File: src/rtl/my_err_gen_pkg.sv
// rtl/my_err_gen_pkg.sv - shared state encoding, default widths and error saturation helper
package my_err_gen_pkg;

    localparam int ADC_BIT_DEF     = 14;
    localparam int ERR_W_DEF       = 32;
    localparam int AVG_SEL_MAX_DEF = 12;
    // Accumulator width for the default configuration; the top derives its own from its parameters.
    localparam int ACC_W           = ADC_BIT_DEF + AVG_SEL_MAX_DEF;
    // Widest ERR_W the saturation helper supports.
    localparam int SAT_MAX_W       = 64;

    typedef enum logic [3:0] {
        IDLE      = 4'd0,
        WAIT_TRIG = 4'd1,
        SETTLE    = 4'd2,
        ACQ       = 4'd3,
        AVG       = 4'd4,
        ERR_GEN   = 4'd5,
        SYNC_DLY  = 4'd6,
        RATE      = 4'd7,
        RAMP      = 4'd8,
        WAIT_NEXT = 4'd9
    } state_t;

    // Clamp an (err_w+1)-bit difference, sign-extended to SAT_MAX_W+1 bits, into the
    // signed err_w range. The caller truncates the result back to err_w bits.
    function automatic logic signed [SAT_MAX_W-1:0] sat_err(
        input logic signed [SAT_MAX_W:0] diff,
        input int unsigned               err_w
    );
        logic signed [SAT_MAX_W:0] one;
        logic signed [SAT_MAX_W:0] hi;
        logic signed [SAT_MAX_W:0] lo;
        one    = '0;
        one[0] = 1'b1;
        hi     = (one <<< (err_w - 1)) - one;
        lo     = -hi - one;
        if (diff > hi) begin
            sat_err = hi[SAT_MAX_W-1:0];
        end else if (diff < lo) begin
            sat_err = lo[SAT_MAX_W-1:0];
        end else begin
            sat_err = diff[SAT_MAX_W-1:0];
        end
    endfunction

endpackage

File: src/rtl/my_half_avg.sv
// rtl/my_half_avg.sv - accumulates 2^sel samples of one modulation half and shifts down to the mean
// Ports: i_start loads the clamped sel and clears the sum; i_abort discards everything;
//        o_done is high during the last accumulated sample; o_avg = sum >>> sel (valid after done).
module my_half_avg
    import my_err_gen_pkg::*;
#(
    parameter int ADC_BIT     = ADC_BIT_DEF,
    parameter int AVG_SEL_MAX = AVG_SEL_MAX_DEF,
    parameter int ACC_WIDTH   = ADC_BIT + AVG_SEL_MAX
) (
    input  logic                        i_clk,
    input  logic                        i_rst,
    input  logic                        i_start,
    input  logic                        i_abort,
    input  logic [4:0]                  i_sel,
    input  logic signed [ADC_BIT-1:0]   i_data,
    output logic                        o_done,
    output logic signed [ACC_WIDTH-1:0] o_avg
);

    localparam int         CNT_W   = AVG_SEL_MAX + 1;
    localparam logic [4:0] SEL_MAX = 5'(AVG_SEL_MAX);

    logic                        busy_q, busy_d;
    logic [CNT_W-1:0]            cnt_q, cnt_d;
    logic signed [ACC_WIDTH-1:0] acc_q, acc_d;
    logic [4:0]                  sel_q, sel_d;
    logic [4:0]                  sel_clamped;
    logic [CNT_W-1:0]            last_idx;

    assign sel_clamped = (i_sel > SEL_MAX) ? SEL_MAX : i_sel;
    assign last_idx    = (CNT_W'(1) << sel_q) - CNT_W'(1);
    assign o_done      = busy_q && (cnt_q == last_idx);
    assign o_avg       = acc_q >>> sel_q;

    always_comb begin
        busy_d = busy_q;
        cnt_d  = cnt_q;
        acc_d  = acc_q;
        sel_d  = sel_q;
        if (i_abort) begin
            busy_d = 1'b0;
            cnt_d  = '0;
            acc_d  = '0;
        end else if (i_start) begin
            busy_d = 1'b1;
            cnt_d  = '0;
            acc_d  = '0;
            sel_d  = sel_clamped;
        end else if (busy_q) begin
            acc_d = acc_q + ACC_WIDTH'(i_data);
            if (cnt_q == last_idx) begin
                busy_d = 1'b0;
            end else begin
                cnt_d = cnt_q + CNT_W'(1);
            end
        end
    end

    always_ff @(posedge i_clk) begin
        if (i_rst) begin
            busy_q <= 1'b0;
            cnt_q  <= '0;
            acc_q  <= '0;
            sel_q  <= '0;
        end else begin
            busy_q <= busy_d;
            cnt_q  <= cnt_d;
            acc_q  <= acc_d;
            sel_q  <= sel_d;
        end
    end

endmodule

File: src/rtl/my_err_signal_gen_v3.sv
// rtl/my_err_signal_gen_v3.sv - square-wave demodulating error generator with sync pulse train
// Ports: i_trig/i_status mark each modulation edge and its level; i_adc_data is averaged per half;
//        o_err = saturated (high+offset)-low (or reversed by i_polarity); o_*_sync form the
//        4-cycle integrator pulse train; o_overrun/o_timeout flag early triggers and a stalled loop.
module my_err_signal_gen_v3
    import my_err_gen_pkg::*;
#(
    parameter int ADC_BIT     = ADC_BIT_DEF,
    parameter int ERR_W       = ERR_W_DEF,
    parameter int AVG_SEL_MAX = AVG_SEL_MAX_DEF
) (
    input  logic                      i_clk,
    input  logic                      i_rst,
    input  logic                      i_en,
    input  logic                      i_status,
    input  logic                      i_trig,
    input  logic                      i_polarity,
    input  logic [31:0]               i_wait_cnt,
    input  logic [4:0]                i_avg_sel,
    input  logic [31:0]               i_timeout_cnt,
    input  logic signed [ERR_W-1:0]   i_err_offset,
    input  logic signed [ADC_BIT-1:0] i_adc_data,
    output logic signed [ERR_W-1:0]   o_err,
    output logic                      o_step_sync,
    output logic                      o_step_sync_dly,
    output logic                      o_rate_sync,
    output logic                      o_ramp_sync,
    output logic                      o_overrun,
    output logic                      o_timeout,
    output logic signed [ERR_W-1:0]   o_low_avg,
    output logic signed [ERR_W-1:0]   o_high_avg,
    output logic [3:0]                o_cstate
);

    localparam int ACC_WIDTH = ADC_BIT + AVG_SEL_MAX;

    state_t                    state_q, state_d;
    logic                      phase_q, phase_d;
    logic                      low_valid_q, low_valid_d;
    logic [31:0]               settle_q, settle_d;
    logic [31:0]               wd_q, wd_d;
    logic signed [ERR_W-1:0]   err_q, err_d;
    logic signed [ERR_W-1:0]   low_avg_q, low_avg_d;
    logic signed [ERR_W-1:0]   high_avg_q, high_avg_d;
    logic                      step_q, step_d;
    logic                      step_dly_q, step_dly_d;
    logic                      rate_q, rate_d;
    logic                      ramp_q, ramp_d;
    logic                      overrun_q, overrun_d;
    logic                      timeout_q, timeout_d;

    logic                      avg_start;
    logic                      avg_abort;
    logic                      half_done;
    logic signed [ACC_WIDTH-1:0] half_avg;
    logic signed [ERR_W-1:0]   avg_ext;
    logic signed [ERR_W:0]     diff;
    logic signed [ERR_W-1:0]   err_sat;

    my_half_avg #(
        .ADC_BIT     (ADC_BIT),
        .AVG_SEL_MAX (AVG_SEL_MAX),
        .ACC_WIDTH   (ACC_WIDTH)
    ) u_half_avg (
        .i_clk   (i_clk),
        .i_rst   (i_rst),
        .i_start (avg_start),
        .i_abort (avg_abort),
        .i_sel   (i_avg_sel),
        .i_data  (i_adc_data),
        .o_done  (half_done),
        .o_avg   (half_avg)
    );

    // The shifted mean always fits in ADC_BIT signed bits, so resizing to ERR_W is lossless.
    assign avg_ext = ERR_W'(half_avg);
    // One extra bit keeps the subtraction exact before clamping.
    assign diff    = i_polarity ? ((ERR_W+1)'(low_avg_q) - (ERR_W+1)'(high_avg_q))
                                : ((ERR_W+1)'(high_avg_q) - (ERR_W+1)'(low_avg_q));
    assign err_sat = ERR_W'(sat_err((SAT_MAX_W+1)'(diff), ERR_W));

    always_comb begin
        state_d     = state_q;
        phase_d     = phase_q;
        low_valid_d = low_valid_q;
        settle_d    = settle_q;
        wd_d        = '0;
        err_d       = err_q;
        low_avg_d   = low_avg_q;
        high_avg_d  = high_avg_q;
        step_d      = 1'b0;
        step_dly_d  = 1'b0;
        rate_d      = 1'b0;
        ramp_d      = 1'b0;
        overrun_d   = 1'b0;
        timeout_d   = 1'b0;
        avg_start   = 1'b0;
        avg_abort   = 1'b0;

        if (!i_en) begin
            state_d     = IDLE;
            low_valid_d = 1'b0;
            avg_abort   = 1'b1;
        end else begin
            case (state_q)
                IDLE: begin
                    state_d = WAIT_TRIG;
                end
                WAIT_TRIG: begin
                    if (i_trig) begin
                        phase_d  = i_status;
                        settle_d = i_wait_cnt;
                        state_d  = SETTLE;
                    end else if ((i_timeout_cnt != 32'd0) && (wd_q + 32'd1 == i_timeout_cnt)) begin
                        timeout_d   = 1'b1;
                        low_valid_d = 1'b0;
                    end else begin
                        wd_d = wd_q + 32'd1;
                    end
                end
                SETTLE, ACQ: begin
                    if (i_trig) begin
                        // Early edge: drop the partial half and restart on the new one.
                        overrun_d   = 1'b1;
                        avg_abort   = 1'b1;
                        low_valid_d = 1'b0;
                        phase_d     = i_status;
                        settle_d    = i_wait_cnt;
                        state_d     = SETTLE;
                    end else if (state_q == SETTLE) begin
                        if (settle_q == 32'd0) begin
                            avg_start = 1'b1;
                            state_d   = ACQ;
                        end else begin
                            settle_d = settle_q - 32'd1;
                        end
                    end else if (half_done) begin
                        state_d = AVG;
                    end
                end
                AVG: begin
                    if (!phase_q) begin
                        low_avg_d   = avg_ext;
                        low_valid_d = 1'b1;
                        state_d     = WAIT_TRIG;
                    end else if (low_valid_q) begin
                        high_avg_d = avg_ext + i_err_offset;
                        state_d    = ERR_GEN;
                    end else begin
                        state_d = WAIT_TRIG;
                    end
                end
                ERR_GEN: begin
                    err_d       = err_sat;
                    step_d      = 1'b1;
                    low_valid_d = 1'b0;
                    state_d     = SYNC_DLY;
                end
                SYNC_DLY: begin
                    step_dly_d = 1'b1;
                    state_d    = RATE;
                end
                RATE: begin
                    rate_d  = 1'b1;
                    state_d = RAMP;
                end
                RAMP: begin
                    ramp_d  = 1'b1;
                    state_d = WAIT_NEXT;
                end
                WAIT_NEXT: begin
                    state_d = WAIT_TRIG;
                end
                default: begin
                    state_d = IDLE;
                end
            endcase
        end
    end

    always_ff @(posedge i_clk) begin
        if (i_rst) begin
            state_q     <= IDLE;
            phase_q     <= 1'b0;
            low_valid_q <= 1'b0;
            settle_q    <= '0;
            wd_q        <= '0;
            err_q       <= '0;
            low_avg_q   <= '0;
            high_avg_q  <= '0;
            step_q      <= 1'b0;
            step_dly_q  <= 1'b0;
            rate_q      <= 1'b0;
            ramp_q      <= 1'b0;
            overrun_q   <= 1'b0;
            timeout_q   <= 1'b0;
        end else begin
            state_q     <= state_d;
            phase_q     <= phase_d;
            low_valid_q <= low_valid_d;
            settle_q    <= settle_d;
            wd_q        <= wd_d;
            err_q       <= err_d;
            low_avg_q   <= low_avg_d;
            high_avg_q  <= high_avg_d;
            step_q      <= step_d;
            step_dly_q  <= step_dly_d;
            rate_q      <= rate_d;
            ramp_q      <= ramp_d;
            overrun_q   <= overrun_d;
            timeout_q   <= timeout_d;
        end
    end

    assign o_err           = err_q;
    assign o_step_sync     = step_q;
    assign o_step_sync_dly = step_dly_q;
    assign o_rate_sync     = rate_q;
    assign o_ramp_sync     = ramp_q;
    assign o_overrun       = overrun_q;
    assign o_timeout       = timeout_q;
    assign o_low_avg       = low_avg_q;
    assign o_high_avg      = high_avg_q;
    assign o_cstate        = state_q;

endmodule

File: config.mk
export PLATFORM = sky130hd
export DESIGN_NAME = my_err_signal_gen_v3
export DESIGN_NICKNAME = d
export VERILOG_FILES = /design/src/rtl/my_err_gen_pkg.sv /design/src/rtl/my_half_avg.sv /design/src/rtl/my_err_signal_gen_v3.sv
export SDC_FILE = /design/constraint.sdc
export NUM_CORES = 1
export LEC_CHECK = 0
export ABC_AREA = 0
export CORE_MARGIN = 2
export CORE_UTILIZATION = 45
export DETAILED_ROUTE_END_ITERATION = 8
export PLACE_DENSITY_LB_ADDON = 0.08
export SLEW_MARGIN = 30
export SYNTH_ARGS = -nofsm -noshare
export SYNTH_HDL_FRONTEND = slang
export SYNTH_HIERARCHICAL = 1
export SYNTH_SLANG_ARGS = --single-unit
File: constraint.sdc
create_clock -name i_clk -period 4.6 [get_ports i_clk]
set_clock_uncertainty 0.15 [all_clocks]
set_input_delay 0.46 -clock i_clk [delete_from_list [all_inputs] [get_ports i_clk]]
set_output_delay 0.46 -clock i_clk [all_outputs]
set_load 0.02 [all_outputs]
==> out/qor.txt <==
Longest Clk Path Bufs: 3
Post-synth EDFFs: 0
Yosys warns: 6
Relative slew slack: 36.8%
Fin cells: 3203
Combinational share of power: 12.2%
Remaining global-route overflow: 0
Initial core utilization: 45.9%
Total clock sinks: 211
#FFs+latches synth: 211
Core area: 40000 um^2
H-tree levels: 1
Routed length per instance: 20.1 um
Syn_nets: 2738
Ys async rst share: 0%
Int Power: 3.49 mW
ANT nets after route: 0
Largest area contributor in the netlist: dfxtp_1
Count leader, synth: a21oi_1
Hold WS: 271 ps
Synth cell types: 100
Seq/Total Area, Yosys: 23.0%
# DRC: 0
Status: finished clean
CTS tree: yes
CP max FO: 13
Top cells by area, synth: dfxtp_1, ha_1, a21oi_1
Worst min-delay path category: in2reg
Syn Inst Count: 2489
Top cell type's share of synthesized area: 23.0%
Switch share: 25.7%
Fraction of layout cells with a size suffix above 1: 8.22%
CTS Root Cell: clkbuf_16
Antenna Cells: 0
Total number of vias: 19200
Clock period minus worst slack: 4430 ps
Endpoint class of the critical path: register
VDD IR max: 0.320 mV
Clock power frac: 48.3%
# IOs: 227
Area growth, synth to finish: 21.3%
First-pass GRT wire length: 100 mm
Final hold vios: 0
Pwr/cell area: 211 nW/um^2
Worst Tran Pin Value: 936 ps
Max Cap Violations: 0
Leakage power: 8.54 nW
Height of the die: 206 um
First DRT Iteration DRCs: 1557
Synth top cells by count: a21oi_1, nand2_1, dfxtp_1
GRT Total Usage: 29.6%
Nets: 2907
Final worst path period share: 96.4%
# setup viols final: 0
Vias per inst: 5.99
TritonRoute pass-1 iters: 7
Vias in the first global route: 18000
Pin count of the biggest net entering global routing: 73
Sequential share of power: 39.5%
DIE WIDTH: 206 um
Placed Cells: 3150
# port buffers: 226
GP Congestion: 0.965
DP HPWL: 50.4 mm
CP arrival: 4700 ps
Clock-pin slew on the worst setup and hold paths: 60 ps
Net Switching: 1.21 mW
Num CTS Buffers: 26
F_max: 226 MHz
Kind of critical path: reg2reg
Slew Limit Fails: 0
Initial antenna violation count: 0
CP Launch Type: register
Synthesized area: 18400 um^2
Post-synth top flop: dfxtp_1
Worst EP required: 4870 ps
Final WL: 64.4 mm
Worst-skew pair later-pin latency: 560 ps
Die area: 42400 um^2
Row cnt: 73
Avg Inst Size Synth: 7.37 um^2
worst paths after layout:
path                        from  cells past startpoint        endpoint  slack, ps
max          u_half_avg/sel_q[0]                     18  o_high_avg[24]        170
min                        i_rst                      2   o_low_avg[25]        270
max reg2reg  u_half_avg/sel_q[0]                     18  o_high_avg[24]        170
min reg2reg         settle_q[30]                      2    settle_q[30]        320
power by group through the flow:
stage                     Clock [mW]  Combinational, mW  Sequential, mW
final                           2.27              0.573            1.86
after global routing            2.38              0.620            1.86
after CTS                       2.31              0.564            1.86
after detailed placement           0              0.561            1.90
after global placement             0              0.556            1.90
after floorplan                    0              0.330            1.89
critical path, stage by stage, from the launching register on:
cell	delay (ps)
dfxtp_1	370
buf_4	210
mux4_2	530
mux2i_1	160
nor2_1	70
a21oi_2	180
mux2i_4	110
ha_2	220
inv_1	70
fa_1	230
nor2b_2	70
o2111ai_2	240
a31oi_2	150
a2111o_1	450
a21o_1	240
a2111oi_1	460
nor3_1	140
mux2i_1	160
o31ai_1	80
routing by layer:
| metal | GRT usage (%) | routed length, um | vias up |
|---|---|---|---|
| li1 | - | - | 9417 |
| met1 | 40.3 | 28900 | 9075 |
| met2 | 48.8 | 29800 | 592 |
| met3 | 3.69 | 3610 | 113 |
| met4 | 8.90 | 2050 | 0 |
| met5 | 0 | 0 | - |
layout make-up:
cell class,instances,area [um^2]
clock buffer,36,779
clock inverter,12,169
fill,3868,17700
inverter,113,424
multi-input combinational,2005,13100
sequential,211,4230
tap,525,657
timing repair buffer,301,2870
placed cells by master, fill, tap and decap left out, drive strengths merged, types with 10 or more instances in the layout:
master	netlist	layout
a31oi	14	14
a21o	36	36
mux2i	57	57
o21ai	214	214
dfxtp	211	211
nand4	35	35
mux2	16	16
a2111oi	11	11
clkdlybuf4s50	0	225
o21a	17	17
o31ai	15	15
inv	111	112
a21boi	10	10
nor3	60	60
xnor2	72	72
nor2	204	204
xor2	52	52
or4	18	18
clkbuf	114	36
nor2b	14	14
a21oi	285	285
nand3	76	76
o211ai	33	33
nand2	273	273
a211oi	54	54
and2	12	12
nand2b	22	22
and3	27	27
maj3	20	20
buf	46	76
a22oi	16	16
ha	124	124
nor4	43	43
or3	32	32
metrics by stage:
stage / cell area (um^2) / setup slack [ps] / power [mW] / util, % / setup TNS [ps]
6_report: 22300 / 166 / 4.70 / 55.6 / 0
5_1_grt: 22300 / -93.6 / 4.86 / 55.6 / -123
4_1_cts: 22100 / 27.0 / 4.74 / 55.3 / 0
3_5_place_dp: 21200 / -45.1 / 2.46 / 52.9 / -139
3_3_place_gp: 21100 / 16.4 / 2.45 / 52.8 / 0
2_1_floorplan: 18400 / 80.0 / 2.22 / - / 0
repair_timing:
| item | in CTS | in global routing |
|---|---|---|
| pin swaps | 1 | 5 |
| hold buffers | 0 | 0 |
| resized for setup | 4 | 30 |
| setup buffers | 0 | 5 |
| gates cloned | 0 | 0 |
| endpoints found under the setup margin | 5 | 12 |
flip-flops by register name (all words and copies together) (netlist names), 4 cells and up:
name	flops
u_half_avg/cnt_q	13
settle_q	32
o_high_avg	32
wd_q	32
o_err	32
o_cstate	4
u_half_avg/acc_q	26
o_low_avg	26
u_half_avg/sel_q	5
logic make-up after synthesis:
| group | count (synthesis) | share of synthesized area [%] |
|---|---|---|
| xor+xnor | 130 | 6.67 |
| simple gates | 861 | 23.0 |
| compound gates | 792 | 26.8 |
| mux | 74 | 4.21 |
| fa+ha+maj | 148 | 9.98 |
| buf+inv | 273 | 6.23 |
| flops | 211 | 23.0 |
(Power assumes the default switching activity.)
